`config.mk`:
```
export PLATFORM = sky130hd
export DESIGN_NAME = proc_io_hub_flat
export DESIGN_NICKNAME = d
export VERILOG_FILES = /design/src/rtl/proc_io_hub_if.sv /design/src/rtl/proc_io_hub.sv /design/src/flat_wrapper.sv
export SDC_FILE = /design/constraint.sdc
export NUM_CORES = 1
export LEC_CHECK = 0
export ABC_AREA = 1
export ABC_CLOCK_PERIOD_IN_PS = 1900
export CAP_MARGIN = 20
export CORE_MARGIN = 2
export CORE_UTILIZATION = 48
export CTS_CLUSTER_SIZE = 10
export DETAILED_ROUTE_END_ITERATION = 10
export GPL_ROUTABILITY_DRIVEN = 1
export HOLD_SLACK_MARGIN = 0.12
export PLACE_DENSITY = 0.81
export REMOVE_ABC_BUFFERS = 1
export SYNTH_ARGS = -nofsm -noshare
export SYNTH_HDL_FRONTEND = slang
export SYNTH_SLANG_ARGS = --single-unit
```
`constraint.sdc`:
```
create_clock -name clk -period 1.9 [get_ports clk]
set_input_delay 0.285 -clock clk [delete_from_list [all_inputs] [get_ports clk]]
set_output_delay 0.285 -clock clk [all_outputs]
set_load 0.01 [all_outputs]
```
`src/rtl/proc_io_hub_if.sv`:
```
// proc_io_hub_if
//  Groups the processor I/O bus, the producer-side input channels and the
//  registered output channels of proc_io_hub into one bundle.
//  Signals:
//   io_in       word returned to the core for the current addr_in
//   addr_in     core input address
//   req_in      core input-read strobe
//   io_out      core output word
//   addr_out    core output address
//   out_en      core output-write strobe
//   ch_in_data  producer words, channel i at [i*NBDATA +: NBDATA]
//   ch_in_vld   producer strobes, one per channel
//   ch_in_fresh per-channel "not yet read" flags
//   ch_out_data registered output words, channel k at [k*NBDATA +: NBDATA]
//   ch_out_stb  per-channel one-cycle update pulses
//   ovf_cnt     per-channel saturating overrun counters, channel i at [i*NBOVF +: NBOVF]
//   ovf_clr     clear-all pulse for the overrun counters
//  Modports: slave = the hub, master = the core/producer/consumer side.
interface proc_io_hub_if #(
  parameter int NBDATA = 23,
  parameter int NUIOIN = 8,
  parameter int NUIOOU = 8,
  parameter int NBOVF  = 8
);
  localparam int AWIN = (NUIOIN > 1) ? $clog2(NUIOIN) : 1;
  localparam int AWOU = (NUIOOU > 1) ? $clog2(NUIOOU) : 1;

  logic [NBDATA-1:0]        io_in;
  logic [AWIN-1:0]          addr_in;
  logic                     req_in;
  logic [NBDATA-1:0]        io_out;
  logic [AWOU-1:0]          addr_out;
  logic                     out_en;
  logic [NUIOIN*NBDATA-1:0] ch_in_data;
  logic [NUIOIN-1:0]        ch_in_vld;
  logic [NUIOIN-1:0]        ch_in_fresh;
  logic [NUIOOU*NBDATA-1:0] ch_out_data;
  logic [NUIOOU-1:0]        ch_out_stb;
  logic [NUIOIN*NBOVF-1:0]  ovf_cnt;
  logic                     ovf_clr;

  modport slave (
    input  addr_in, req_in, io_out, addr_out, out_en,
           ch_in_data, ch_in_vld, ovf_clr,
    output io_in, ch_in_fresh, ch_out_data, ch_out_stb, ovf_cnt
  );

  modport master (
    output addr_in, req_in, io_out, addr_out, out_en,
           ch_in_data, ch_in_vld, ovf_clr,
    input  io_in, ch_in_fresh, ch_out_data, ch_out_stb, ovf_cnt
  );
endinterface

```
`src/rtl/proc_io_hub.sv`:
```
// proc_io_hub
//  I/O scheduler between the proc_fl soft core I/O bus and its peripherals.
//  Producers drop samples into per-channel holding registers; the core reads
//  them back with zero latency. Each input channel tracks whether its sample
//  has been read (fresh) and counts overruns (a new sample arriving over an
//  unread one). Core writes are demultiplexed into registered output channels,
//  each with a one-cycle update strobe.
//  Ports:
//   clk  system clock, everything on the rising edge
//   rst  synchronous active-high reset, dominant over all other inputs
//   bus  proc_io_hub_if.slave carrying the core bus and the channel signals
module proc_io_hub #(
  parameter int NBDATA = 23,
  parameter int NUIOIN = 8,
  parameter int NUIOOU = 8,
  parameter int NBOVF  = 8
) (
  input logic           clk,
  input logic           rst,
  proc_io_hub_if.slave  bus
);
  localparam int AWIN = (NUIOIN > 1) ? $clog2(NUIOIN) : 1;
  localparam int AWOU = (NUIOOU > 1) ? $clog2(NUIOOU) : 1;
  localparam logic [NBOVF-1:0] OVF_MAX = '1;

  logic [NBDATA-1:0] hold_q [NUIOIN];
  logic [NBDATA-1:0] hold_d [NUIOIN];
  logic [NUIOIN-1:0] fresh_q, fresh_d;
  logic [NBOVF-1:0]  ovf_q  [NUIOIN];
  logic [NBOVF-1:0]  ovf_d  [NUIOIN];
  logic [NBDATA-1:0] out_q  [NUIOOU];
  logic [NBDATA-1:0] out_d  [NUIOOU];
  logic [NUIOOU-1:0] stb_q, stb_d;

  logic [NUIOIN-1:0]        rd_hit;
  logic [NBDATA-1:0]        rd_data;
  logic [NUIOIN*NBOVF-1:0]  ovf_pk;
  logic [NUIOOU*NBDATA-1:0] out_pk;

  // Read mux and read decode. Addresses with no matching channel fall through
  // the loop untouched, so they return 0 and never clear a fresh flag.
  always_comb begin
    rd_data = '0;
    rd_hit  = '0;
    for (int i = 0; i < NUIOIN; i++) begin
      if (bus.addr_in == AWIN'(i)) begin
        rd_data   = hold_q[i];
        rd_hit[i] = bus.req_in;
      end
    end
  end

  // Input capture. A new sample always wins the holding register and leaves the
  // channel fresh; it only counts as an overrun when the previous sample was
  // still unread and is not being read on this very cycle. The clear pulse is
  // applied last so it beats a coincident overrun.
  always_comb begin
    hold_d  = hold_q;
    fresh_d = fresh_q;
    ovf_d   = ovf_q;
    for (int i = 0; i < NUIOIN; i++) begin
      if (bus.ch_in_vld[i]) begin
        hold_d[i]  = bus.ch_in_data[i*NBDATA +: NBDATA];
        fresh_d[i] = 1'b1;
        if (fresh_q[i] && !rd_hit[i] && (ovf_q[i] != OVF_MAX)) begin
          ovf_d[i] = ovf_q[i] + 1'b1;
        end
      end else if (rd_hit[i]) begin
        fresh_d[i] = 1'b0;
      end
      if (bus.ovf_clr) begin
        ovf_d[i] = '0;
      end
    end
  end

  // Output demux. Strobes default low every cycle, so a strobe lasts exactly
  // as long as consecutive writes keep hitting the same channel.
  always_comb begin
    out_d = out_q;
    stb_d = '0;
    for (int k = 0; k < NUIOOU; k++) begin
      if (bus.out_en && (bus.addr_out == AWOU'(k))) begin
        out_d[k] = bus.io_out;
        stb_d[k] = 1'b1;
      end
    end
  end

  // State registers.
  always_ff @(posedge clk) begin
    if (rst) begin
      for (int i = 0; i < NUIOIN; i++) begin
        hold_q[i] <= '0;
        ovf_q[i]  <= '0;
      end
      for (int k = 0; k < NUIOOU; k++) begin
        out_q[k] <= '0;
      end
      fresh_q <= '0;
      stb_q   <= '0;
    end else begin
      hold_q  <= hold_d;
      ovf_q   <= ovf_d;
      out_q   <= out_d;
      fresh_q <= fresh_d;
      stb_q   <= stb_d;
    end
  end

  // Flatten the per-channel arrays onto the packed bus vectors.
  always_comb begin
    ovf_pk = '0;
    out_pk = '0;
    for (int i = 0; i < NUIOIN; i++) begin
      ovf_pk[i*NBOVF +: NBOVF] = ovf_q[i];
    end
    for (int k = 0; k < NUIOOU; k++) begin
      out_pk[k*NBDATA +: NBDATA] = out_q[k];
    end
  end

  assign bus.io_in       = rd_data;
  assign bus.ch_in_fresh = fresh_q;
  assign bus.ch_out_data = out_pk;
  assign bus.ch_out_stb  = stb_q;
  assign bus.ovf_cnt     = ovf_pk;

endmodule

```
`src/flat_wrapper.sv`:
```
// flat-port wrapper written by rule: the top's interface ports become plain ports
module proc_io_hub_flat 
#(
  parameter int NBDATA = 23,
  parameter int NUIOIN = 8,
  parameter int NUIOOU = 8,
  parameter int NBOVF  = 8
)
  (clk, rst, bus_addr_in, bus_req_in, bus_io_out, bus_addr_out, bus_out_en, bus_ch_in_data, bus_ch_in_vld, bus_ovf_clr, bus_io_in, bus_ch_in_fresh, bus_ch_out_data, bus_ch_out_stb, bus_ovf_cnt);
  proc_io_hub_if #(.NBDATA(NBDATA), .NUIOIN(NUIOIN), .NUIOOU(NUIOOU), .NBOVF(NBOVF)) bus_i ();
  input logic clk;
  input logic rst;
  input wire logic [$bits(bus_i.addr_in)-1:0] bus_addr_in;
  input wire logic [$bits(bus_i.req_in)-1:0] bus_req_in;
  input wire logic [$bits(bus_i.io_out)-1:0] bus_io_out;
  input wire logic [$bits(bus_i.addr_out)-1:0] bus_addr_out;
  input wire logic [$bits(bus_i.out_en)-1:0] bus_out_en;
  input wire logic [$bits(bus_i.ch_in_data)-1:0] bus_ch_in_data;
  input wire logic [$bits(bus_i.ch_in_vld)-1:0] bus_ch_in_vld;
  input wire logic [$bits(bus_i.ovf_clr)-1:0] bus_ovf_clr;
  output wire logic [$bits(bus_i.io_in)-1:0] bus_io_in;
  output wire logic [$bits(bus_i.ch_in_fresh)-1:0] bus_ch_in_fresh;
  output wire logic [$bits(bus_i.ch_out_data)-1:0] bus_ch_out_data;
  output wire logic [$bits(bus_i.ch_out_stb)-1:0] bus_ch_out_stb;
  output wire logic [$bits(bus_i.ovf_cnt)-1:0] bus_ovf_cnt;
  assign bus_i.addr_in = bus_addr_in;
  assign bus_i.req_in = bus_req_in;
  assign bus_i.io_out = bus_io_out;
  assign bus_i.addr_out = bus_addr_out;
  assign bus_i.out_en = bus_out_en;
  assign bus_i.ch_in_data = bus_ch_in_data;
  assign bus_i.ch_in_vld = bus_ch_in_vld;
  assign bus_i.ovf_clr = bus_ovf_clr;
  assign bus_io_in = bus_i.io_in;
  assign bus_ch_in_fresh = bus_i.ch_in_fresh;
  assign bus_ch_out_data = bus_i.ch_out_data;
  assign bus_ch_out_stb = bus_i.ch_out_stb;
  assign bus_ovf_cnt = bus_i.ovf_cnt;
  proc_io_hub #(.NBDATA(NBDATA), .NUIOIN(NUIOIN), .NUIOOU(NUIOOU), .NBOVF(NBOVF)) u_core (.clk(clk), .rst(rst), .bus(bus_i));
endmodule
```
==> results of run 1 <==
[cell usage in the layout (no fill, tap or decap), types with 3 or more instances in the layout]
cell,synthesis,routed
nand3_1,61,58
nor2_2,7,19
clkdlybuf4s50_1,0,470
dfxtp_2,0,38
nand3_2,0,3
nor2_4,3,3
ha_1,8,8
inv_1,98,98
o21ai_0,397,397
nor3_1,6,6
buf_12,0,23
xor2_1,16,16
dlymetal6s2s_1,0,8
o21ai_4,3,3
buf_4,3,86
dlygate4sd2_1,0,8
xnor2_1,8,8
nand3b_1,8,8
o21ai_1,21,21
o21ai_2,3,3
nand4_1,125,125
nand2_1,262,262
nor2_1,783,771
clkbuf_1,115,8
buf_2,27,23
clkbuf_16,0,51
inv_2,4,3
diode_2,0,12
a21oi_1,87,87
dfxtp_1,448,409
[tightest hold or removal path: cells and delay by family]
| family | cells | cell delay, ns |
|---|---|---|
| buffers and inverters | 1 | 0.39 |
| and+or+nand+nor | 2 | 0.15 |
[timing repair]
item	in CTS	in global routing
pin swaps	36	17
hold buffers	0	0
gates cloned	0	0
endpoints found under the setup margin	40	36
resized for setup	138	31
[registers in the layout, summed over array words and instances (netlist names)]
name                    cells
u_core.bus.ch_out_data    184
u_core.hold_q             184
u_core.bus.ovf_cnt         64
u_core.bus.ch_in_fresh      8
u_core.bus.ch_out_stb       8
[report_power, final]
group	internal (uW)	leakage, uW	switching, uW
sequential	9840	0.00369	264
combinational	1240	0.00611	1470
clock	4860	0.000667	3740
[per-layer routing]
layer	part of all wire (%)	global-route usage, %	wire, um	up-vias
met5	0.13	0	91	-
met4	5.6	20.13	3985	14
met3	9.9	10.88	6967	244
met2	47	58.32	33440	966
met1	37	39.86	26220	9165
li1	-	-	-	9236
[path summary, 6_finish.rpt]
kind	slack, ns	endpoint	startpoint
worst min register to register	0.46	u_core.hold_q[89]	u_core.hold_q[89]
worst min-delay path	0.28	u_core.hold_q[65]	bus_ch_in_data[134]
worst max register to register	0.15	u_core.bus.ovf_cnt[33]	u_core.bus.ovf_cnt[33]
worst max-delay path	0.009	bus_io_in[18]	u_core.hold_q[110]
[area by class of cell]
type	instances	area [um^2]	share of cell area, %
inverters	103	396.6	1.542
well taps	511	639.4	2.485
clock buffers	61	1334	5.185
multi-input cells	1800	8148	31.67
diodes	12	30.03	0.1167
repair buffers	622	6128	23.82
flip-flops and latches	448	9020	35.06
clock inverters	2	28.78	0.1119
[kinds of logic after synthesis]
group / after synthesis / share of synthesized area (%)
AO/OA/AOI/OAI: 511 / 14.41
XOR/XNOR: 24 / 1.164
adder cells (fa/ha/maj): 8 / 0.5542
AND/OR/NAND/NOR: 1257 / 28.73
buffers and inverters: 252 / 5.493
flip-flops: 448 / 49.65
[per-stage QoR]
stage	hold slack (ns)	TNS [ns]
2_1_floorplan	0.3541	-1058.72
3_3_place_gp	0.4429	-11.94
3_5_place_dp	0.4495	-13.88
4_1_cts	0.2603	-0.05590
5_1_grt	0.2902	-0.1786
6_report	0.2777	0
==> run metrics, run 1 <==
Core Area 37400 um^2; via count ~20000; Synth area leader dfxtp_1; post-DR wirelength/cell 19.87 um; CTS Root Cell clkbuf_16; Yosys top cell area share 49.65%; max cap viols 0; DRT Pass-1 Iters 5; Post-synth top cells nor2_1, dfxtp_1, o21ai_0; placed cells around 3500; worst slack at placement -0.6179 ns; outcome completed; count leader, synth nor2_1; top cells by area, synth dfxtp_1, nor2_1, o21ai_0; Post-synth EDFFs 0; Top FF cell, synth dfxtp_1; Pleak 0.01047 uW; clock tree buffer depth 3; Max stage delay cell, worst path dfxtp_2; Unique masters post-synth 26; # port buffers 512; first-pass GRT wire length 106500 um; Net count, final 3260; CP delay by family, top simple AND/OR/NAND/NOR gates; synth warn 0; Cell Chain, Critical Path nand4_1 -> nand4_1 -> nor2_1 -> nand4_1 -> buf_2; Rel. slew slack 66.28%; initial antenna violation count 18; CTS tree done; die area 39200 um^2; layout cells sized above 1 8.827%; Final Non-Filler Cells 3559; Clock Latency Late Sink 0.59 ns; reg2reg path depth 8; crit-path max cell delay 0.32 ns; initial DRC count ~1700; Final Util 68.78%; Buf/Inv on CP 1; pin count of the biggest net entering global routing 66; sequential area share after synthesis between 40% and 50%; setup ws final 0.009160 ns; final instance area around 26000 um^2; Worst Hold Class in -> reg; CP Capture Type primary output; Clock Skew 0.006834 ns; vias in the first global route 18700; Worst Path Arrival approximately 1.6 ns; synthesized area around 18000 um^2; Setup-failing EPs final 0; # Post-CTS Setup Buffers 0; Clock H-tree levels 2; P&R area growth vs syn 42.41%; Post-Place Cell Area roughly 24000 um^2; Routed Antenna Nets 0; final worst-path cycle share 99.52%; Final Hold Fails 0; row cnt 71; post-DR vias/cell 5.514; Power, Total 21410 uW; Clk pin slew, worst setup/hold paths 0.06 ns; grt ovf 0; Synth Instances between 2000 and 3000; Max IR drop VDD slightly below 0.7 mV; CP Launch Type register; crit path kind reg -> out; hold depth 3; Crit Path Max Fanout 2; Final HPWL DP 51510 um; Die X-Extent 198.0 um; Cell Pwr Density 832.3 nW/um^2; CTS sink cnt 448; #FFs+latches synth 448; DRT Wirelength 70710 um; cell mode on critical path nand4_1; WP depth 5; fraction of registers with async set/reset 0%; # fillers 3020; CP required 1.62 ns; RSZ-0062 raised after global routing yes; initial core utilization approximately half; Avg Cell Area, Syn between 7 and 8 um^2; Slew @ Worst Pin between 0.5 and 0.6 ns; Max Slew Vio Count 0; CTS buffer count between 50 and 60; GRT Overall Usage 35.06%; Max Fclk ~530 MHz; I/O pins about 510; Placer Congestion 0.9464; fin crit period ~1.9 ns; Die Y slightly below 200 um; Remaining DRCs 0
(Power assumes the default switching activity.)
==> run 2, diff against run 1 <==
--- a/config.mk
+++ b/config.mk
@@ -19,3 +19,4 @@
 export SYNTH_ARGS = -nofsm -noshare
 export SYNTH_HDL_FRONTEND = slang
 export SYNTH_SLANG_ARGS = --single-unit
+export TNS_END_PERCENT = 30
==> run metrics, run 2 (synthesis gave the netlist of run 1 again) <==
initial core utilization 48.30%; # port buffers 512; Rel. slew slack about 67%; crit path kind reg -> out; RSZ-0062 raised after global routing yes; Worst Hold Class in -> reg; Cell Chain, Critical Path nand3_2 -> nand4_1 -> nor2_1 -> nand4_1 -> buf_2; P&R area growth vs syn 42.36%; Die X-Extent 198.0 um; post-DR vias/cell 5.493; Routed Antenna Nets 0; post-DR wirelength/cell slightly below 20 um; pin count of the biggest net entering global routing 66; CTS buffer count 51; CP Launch Type register; Cell Pwr Density approximately 830 nW/um^2; cell mode on critical path nand4_1; TNS Setup 0 ns; grt ovf 0; Remaining DRCs 0; initial antenna violation count 18; WP depth 5; Net count, final 3260; crit-path max cell delay ~0.34 ns; layout cells sized above 1 about 8.5%; initial DRC count 1621; Final Hold Fails 0; hold depth 3; Worst Path Arrival 1.59 ns; die area 39200 um^2; Register Area 9009 um^2; commonest non-fill, non-tap cells in the layout nor2_1, clkdlybuf4s50_1, dfxtp_1, o21ai_0, nand2_1; Clock Latency Late Sink 0.58 ns; CP required 1.62 ns; Slew @ Worst Pin 0.4977 ns; Final HPWL DP 51510 um; Max Slew Vio Count 0; max cap viols 0; reg2reg path depth 8; # fillers 3018; final worst-path cycle share 98.94%; DRT Wirelength 70680 um; commonest non-fill, non-tap cell in the layout nor2_1; fin crit period 1.880 ns; # hold bufs at CTS 0; CTS sink cnt 448; Core Area 37400 um^2; Crit Path Max Fanout 2; first-pass GRT wire length 106400 um; Max IR drop VDD 0.6795 mV; Hold WS around 0.28 ns; Multi-input gate area 8148 um^2; CP delay by family, top simple AND/OR/NAND/NOR gates; row cnt 71; GRT Overall Usage between 30% and 40%; Die Y 198.0 um; Clk pin slew, worst setup/hold paths 0.06 ns; Clock H-tree levels 2; CTS tree done; via count 19550; Pleak 0.01046 uW; vias in the first global route 18710; DRT Pass-1 Iters 6; I/O pins slightly above 500; outcome completed; clock tree buffer depth 3; Clock Skew 0.005940 ns; Buf/Inv on CP 1; CP Capture Type primary output; Setup-failing EPs final 0; Max stage delay cell, worst path dfxtp_2; Placer Congestion 0.9464; CTS Root Cell clkbuf_16; Max Fclk 532.0 MHz
run 2: cell count changes in the layout (fill, tap and decap cells not counted), sizes merged:
| cell | delta |
|---|---|
| clkbuf | +2 |
| buf | -2 |
| diode | +1 |
run 2: power breakdown:
group	switching (uW)	internal (uW)	leakage, uW
clock	3750	4860	0.000667
combinational	1470	1240	0.00611
sequential	265	9840	0.00369
run 2: worst register-to-register path: stages (launching register included):
cell and delay [ns]:
dfxtp_1 0.41, ha_1 0.25, nand2_1 0.07, nor2_1 0.18, nand3_1 0.09, nand2_1 0.25
nor2_2 0.15, o21ai_1 0.17, nor2_1 0.06
run 2: area by class of cell:
class / count / area share, %
clock buffer: 61 / 5.187
inverter: 103 / 1.542
tap: 511 / 2.486
antenna: 13 / 0.1265
timing repair buffer: 622 / 23.83
sequential: 448 / 35.03
multi-input combinational: 1800 / 31.68
clock inverter: 2 / 0.1119
run 2: final timing paths:
| kind | startpoint | to | slack, ns |
|---|---|---|---|
| worst min register to register | u_core.hold_q[89] | u_core.hold_q[89] | 0.46 |
| worst max-delay path | u_core.hold_q[179] | bus_io_in[18] | 0.02 |
| worst min-delay path | bus_ch_in_data[134] | u_core.hold_q[65] | 0.28 |
| worst max register to register | u_core.bus.ovf_cnt[33] | u_core.bus.ovf_cnt[33] | 0.17 |
run 2: per-stage QoR:
| step | utilization [%] | cell area [um^2] | setup slack [ns] | cells | total power [uW] |
|---|---|---|---|---|---|
| floorplan | - | 17460 | -2.936 | 2351 | 11240 |
| global placement | 65.03 | 24320 | -0.5957 | 3484 | 12920 |
| detailed placement | 65.03 | 24320 | -0.6179 | 3484 | 12970 |
| CTS | 68.64 | 25670 | -0.07875 | 3547 | 21460 |
| global route | 68.75 | 25710 | -0.07455 | 3558 | 22080 |
| finish | 68.76 | 25720 | 0.02018 | 3560 | 21420 |
run 2: routing by layer:
metal / part of all wire (%) / track usage, % / vias up
met3: 10 / 10.90 / 237
met1: 37 / 39.69 / 9058
met2: 47 / 58.10 / 1008
met5: 0.10 / 0 / -
met4: 5.7 / 20.72 / 12
li1: - / - / 9239
run 2: timing repair:
item	CTS	global route
pin swaps	28	21
setup buffers	0	0
gates resized for setup	124	34
endpoints found under the setup margin	40	40
==> run 3, diff against run 2 <==
--- a/config.mk
+++ b/config.mk
@@ -8,13 +8,14 @@
 export ABC_AREA = 1
 export ABC_CLOCK_PERIOD_IN_PS = 1900
 export CAP_MARGIN = 20
-export CORE_MARGIN = 2
-export CORE_UTILIZATION = 48
+export CORE_AREA = 2 2 199 201
 export CTS_CLUSTER_SIZE = 10
 export DETAILED_ROUTE_END_ITERATION = 10
+export DIE_AREA = 0 0 201 203
+export DONT_BUFFER_PORTS = 1
 export GPL_ROUTABILITY_DRIVEN = 1
 export HOLD_SLACK_MARGIN = 0.12
-export PLACE_DENSITY = 0.81
+export PLACE_DENSITY = 0.63
 export REMOVE_ABC_BUFFERS = 1
 export SYNTH_ARGS = -nofsm -noshare
 export SYNTH_HDL_FRONTEND = slang
==> run metrics, run 3 (synthesis gave the netlist of run 1 again) <==
GRT Overall Usage 32.53%; fin crit period 1.880 ns; P&R area growth vs syn 28.75%; initial antenna violation count 9; Worst Hold Class in -> reg; via count between 15000 and 20000; pin count of the biggest net entering global routing 74; placed cells 2934; Core Area 38470 um^2; Clock Skew 0.006581 ns; setup ws final 0.02003 ns; Final HPWL DP 42600 um; crit-path max cell delay 0.59 ns; Max Slew Vio Count 0; DRT Wirelength 69160 um; CTS tree done; Slew @ Worst Pin 1.068 ns; row cnt 72; clock tree buffer depth 3; CTS sink cnt 448; final worst-path cycle share between 90% and 100%; CTS Root Cell clkbuf_16; Placer Congestion 0.8827; die area 40800 um^2; crit path kind in -> out; Worst Path Arrival 1.59 ns; Pleak 0.009526 uW; outcome completed; final instance area 23260 um^2; Max Fclk 531.9 MHz; CTS buffer count 51; post-DR vias/cell 5.709; Crit Path Max Fanout 23; commonest non-fill, non-tap cells in the layout nor2_1, dfxtp_1, o21ai_0, dlygate4sd3_1, nand2_1; Cell Chain, Critical Path dlygate4sd3_1 -> nand3_1 -> inv_1 -> buf_12 -> nand2_1 -> nand4_1; Net count, final 3006; Post-Place Cell Area 18780 um^2; max cap viols 0; initial DRC count 1708; Final Non-Filler Cells around 3300; CP Launch Type input port; RSZ-0062 raised after global routing no; commonest non-fill, non-tap cell in the layout nor2_1; Rel. slew slack 28.80%; # port buffers 0; Clock H-tree levels 2; I/O pins approximately 510; Setup-failing EPs final 0; Routed Antenna Nets 0; initial core utilization between 40% and 50%; DRT Pass-1 Iters 6; CP required ~1.6 ns; Clk pin slew, worst setup/hold paths 0.05 ns; first-pass GRT wire length 104400 um; Die Y 203 um; Cell Pwr Density 905.2 nW/um^2; Remaining DRCs 0; Final Hold Fails 0; CP Capture Type primary output; Clock Latency Late Sink ~0.57 ns; worst slack at placement 0.2127 ns; Max stage delay cell, worst path dlygate4sd3_1; Die X-Extent 201 um; vias in the first global route 18400; layout cells sized above 1 5.462%; post-DR wirelength/cell around 21 um; grt ovf 0; Max IR drop VDD 0.7019 mV; Hold WS 0.1704 ns; # fillers approximately 3300
[run 3: final timing paths]
path                                                  end  cells after the start  slack (ns)                   start
worst min register to register          u_core.hold_q[89]                      2        0.46       u_core.hold_q[89]
worst min-delay path            u_core.bus.ch_in_fresh[5]                      3        0.17        bus_ch_in_vld[5]
worst max register to register     u_core.bus.ovf_cnt[22]                      8        0.17  u_core.bus.ovf_cnt[16]
worst max-delay path                        bus_io_in[22]                      6        0.02          bus_addr_in[2]
[run 3: critical path: cells and delay by family]
kind          cells  cell delay [ns]
simple gates      3             0.39
buf+inv           3             0.89
[run 3: repair_timing]
item | in CTS | in global routing
hold buffers | 298 | 0
resized for setup | 0 | 13
endpoints found under the hold margin | 417 | 0
setup buffers | 0 | 4
endpoints found under the setup margin | 0 | 78
[run 3: through the flow]
step                total power (uW)  setup TNS [ns]  utilization (%)
global route                   21730               0            60.44
floorplan                      11240        -1058.72                -
detailed placement             11730               0            48.81
CTS                            21010               0            60.17
global placement               11690               0            48.81
finish                         21050               0            60.46
[run 3: layer usage]
layer	GRT usage, %	routed length (um)
met4	20.11	4244
met5	0	13
met3	9.711	7029
met2	52.56	31440
met1	38.05	26430
[run 3: layout make-up]
cell class / instances / area (um^2) / area share [%]
Antenna cell: 10 / 25.02 / 0.1076
Clock buffer: 64 / 1378 / 5.923
Inverter: 103 / 412.9 / 1.775
Multi-Input combinational cell: 1800 / 8115 / 34.89
Sequential cell: 448 / 8970 / 38.57
Tap cell: 518 / 648.1 / 2.787
Timing Repair Buffer: 367 / 3697 / 15.90
Timing Repair inverter: 1 / 11.26 / 0.04842
[run 3: power breakdown]
part	total [uW]	internal, uW	switching [uW]
registers	10200	9830	371
clock network	8700	4970	3720
logic	2150	891	1260
total	21100	15700	5350
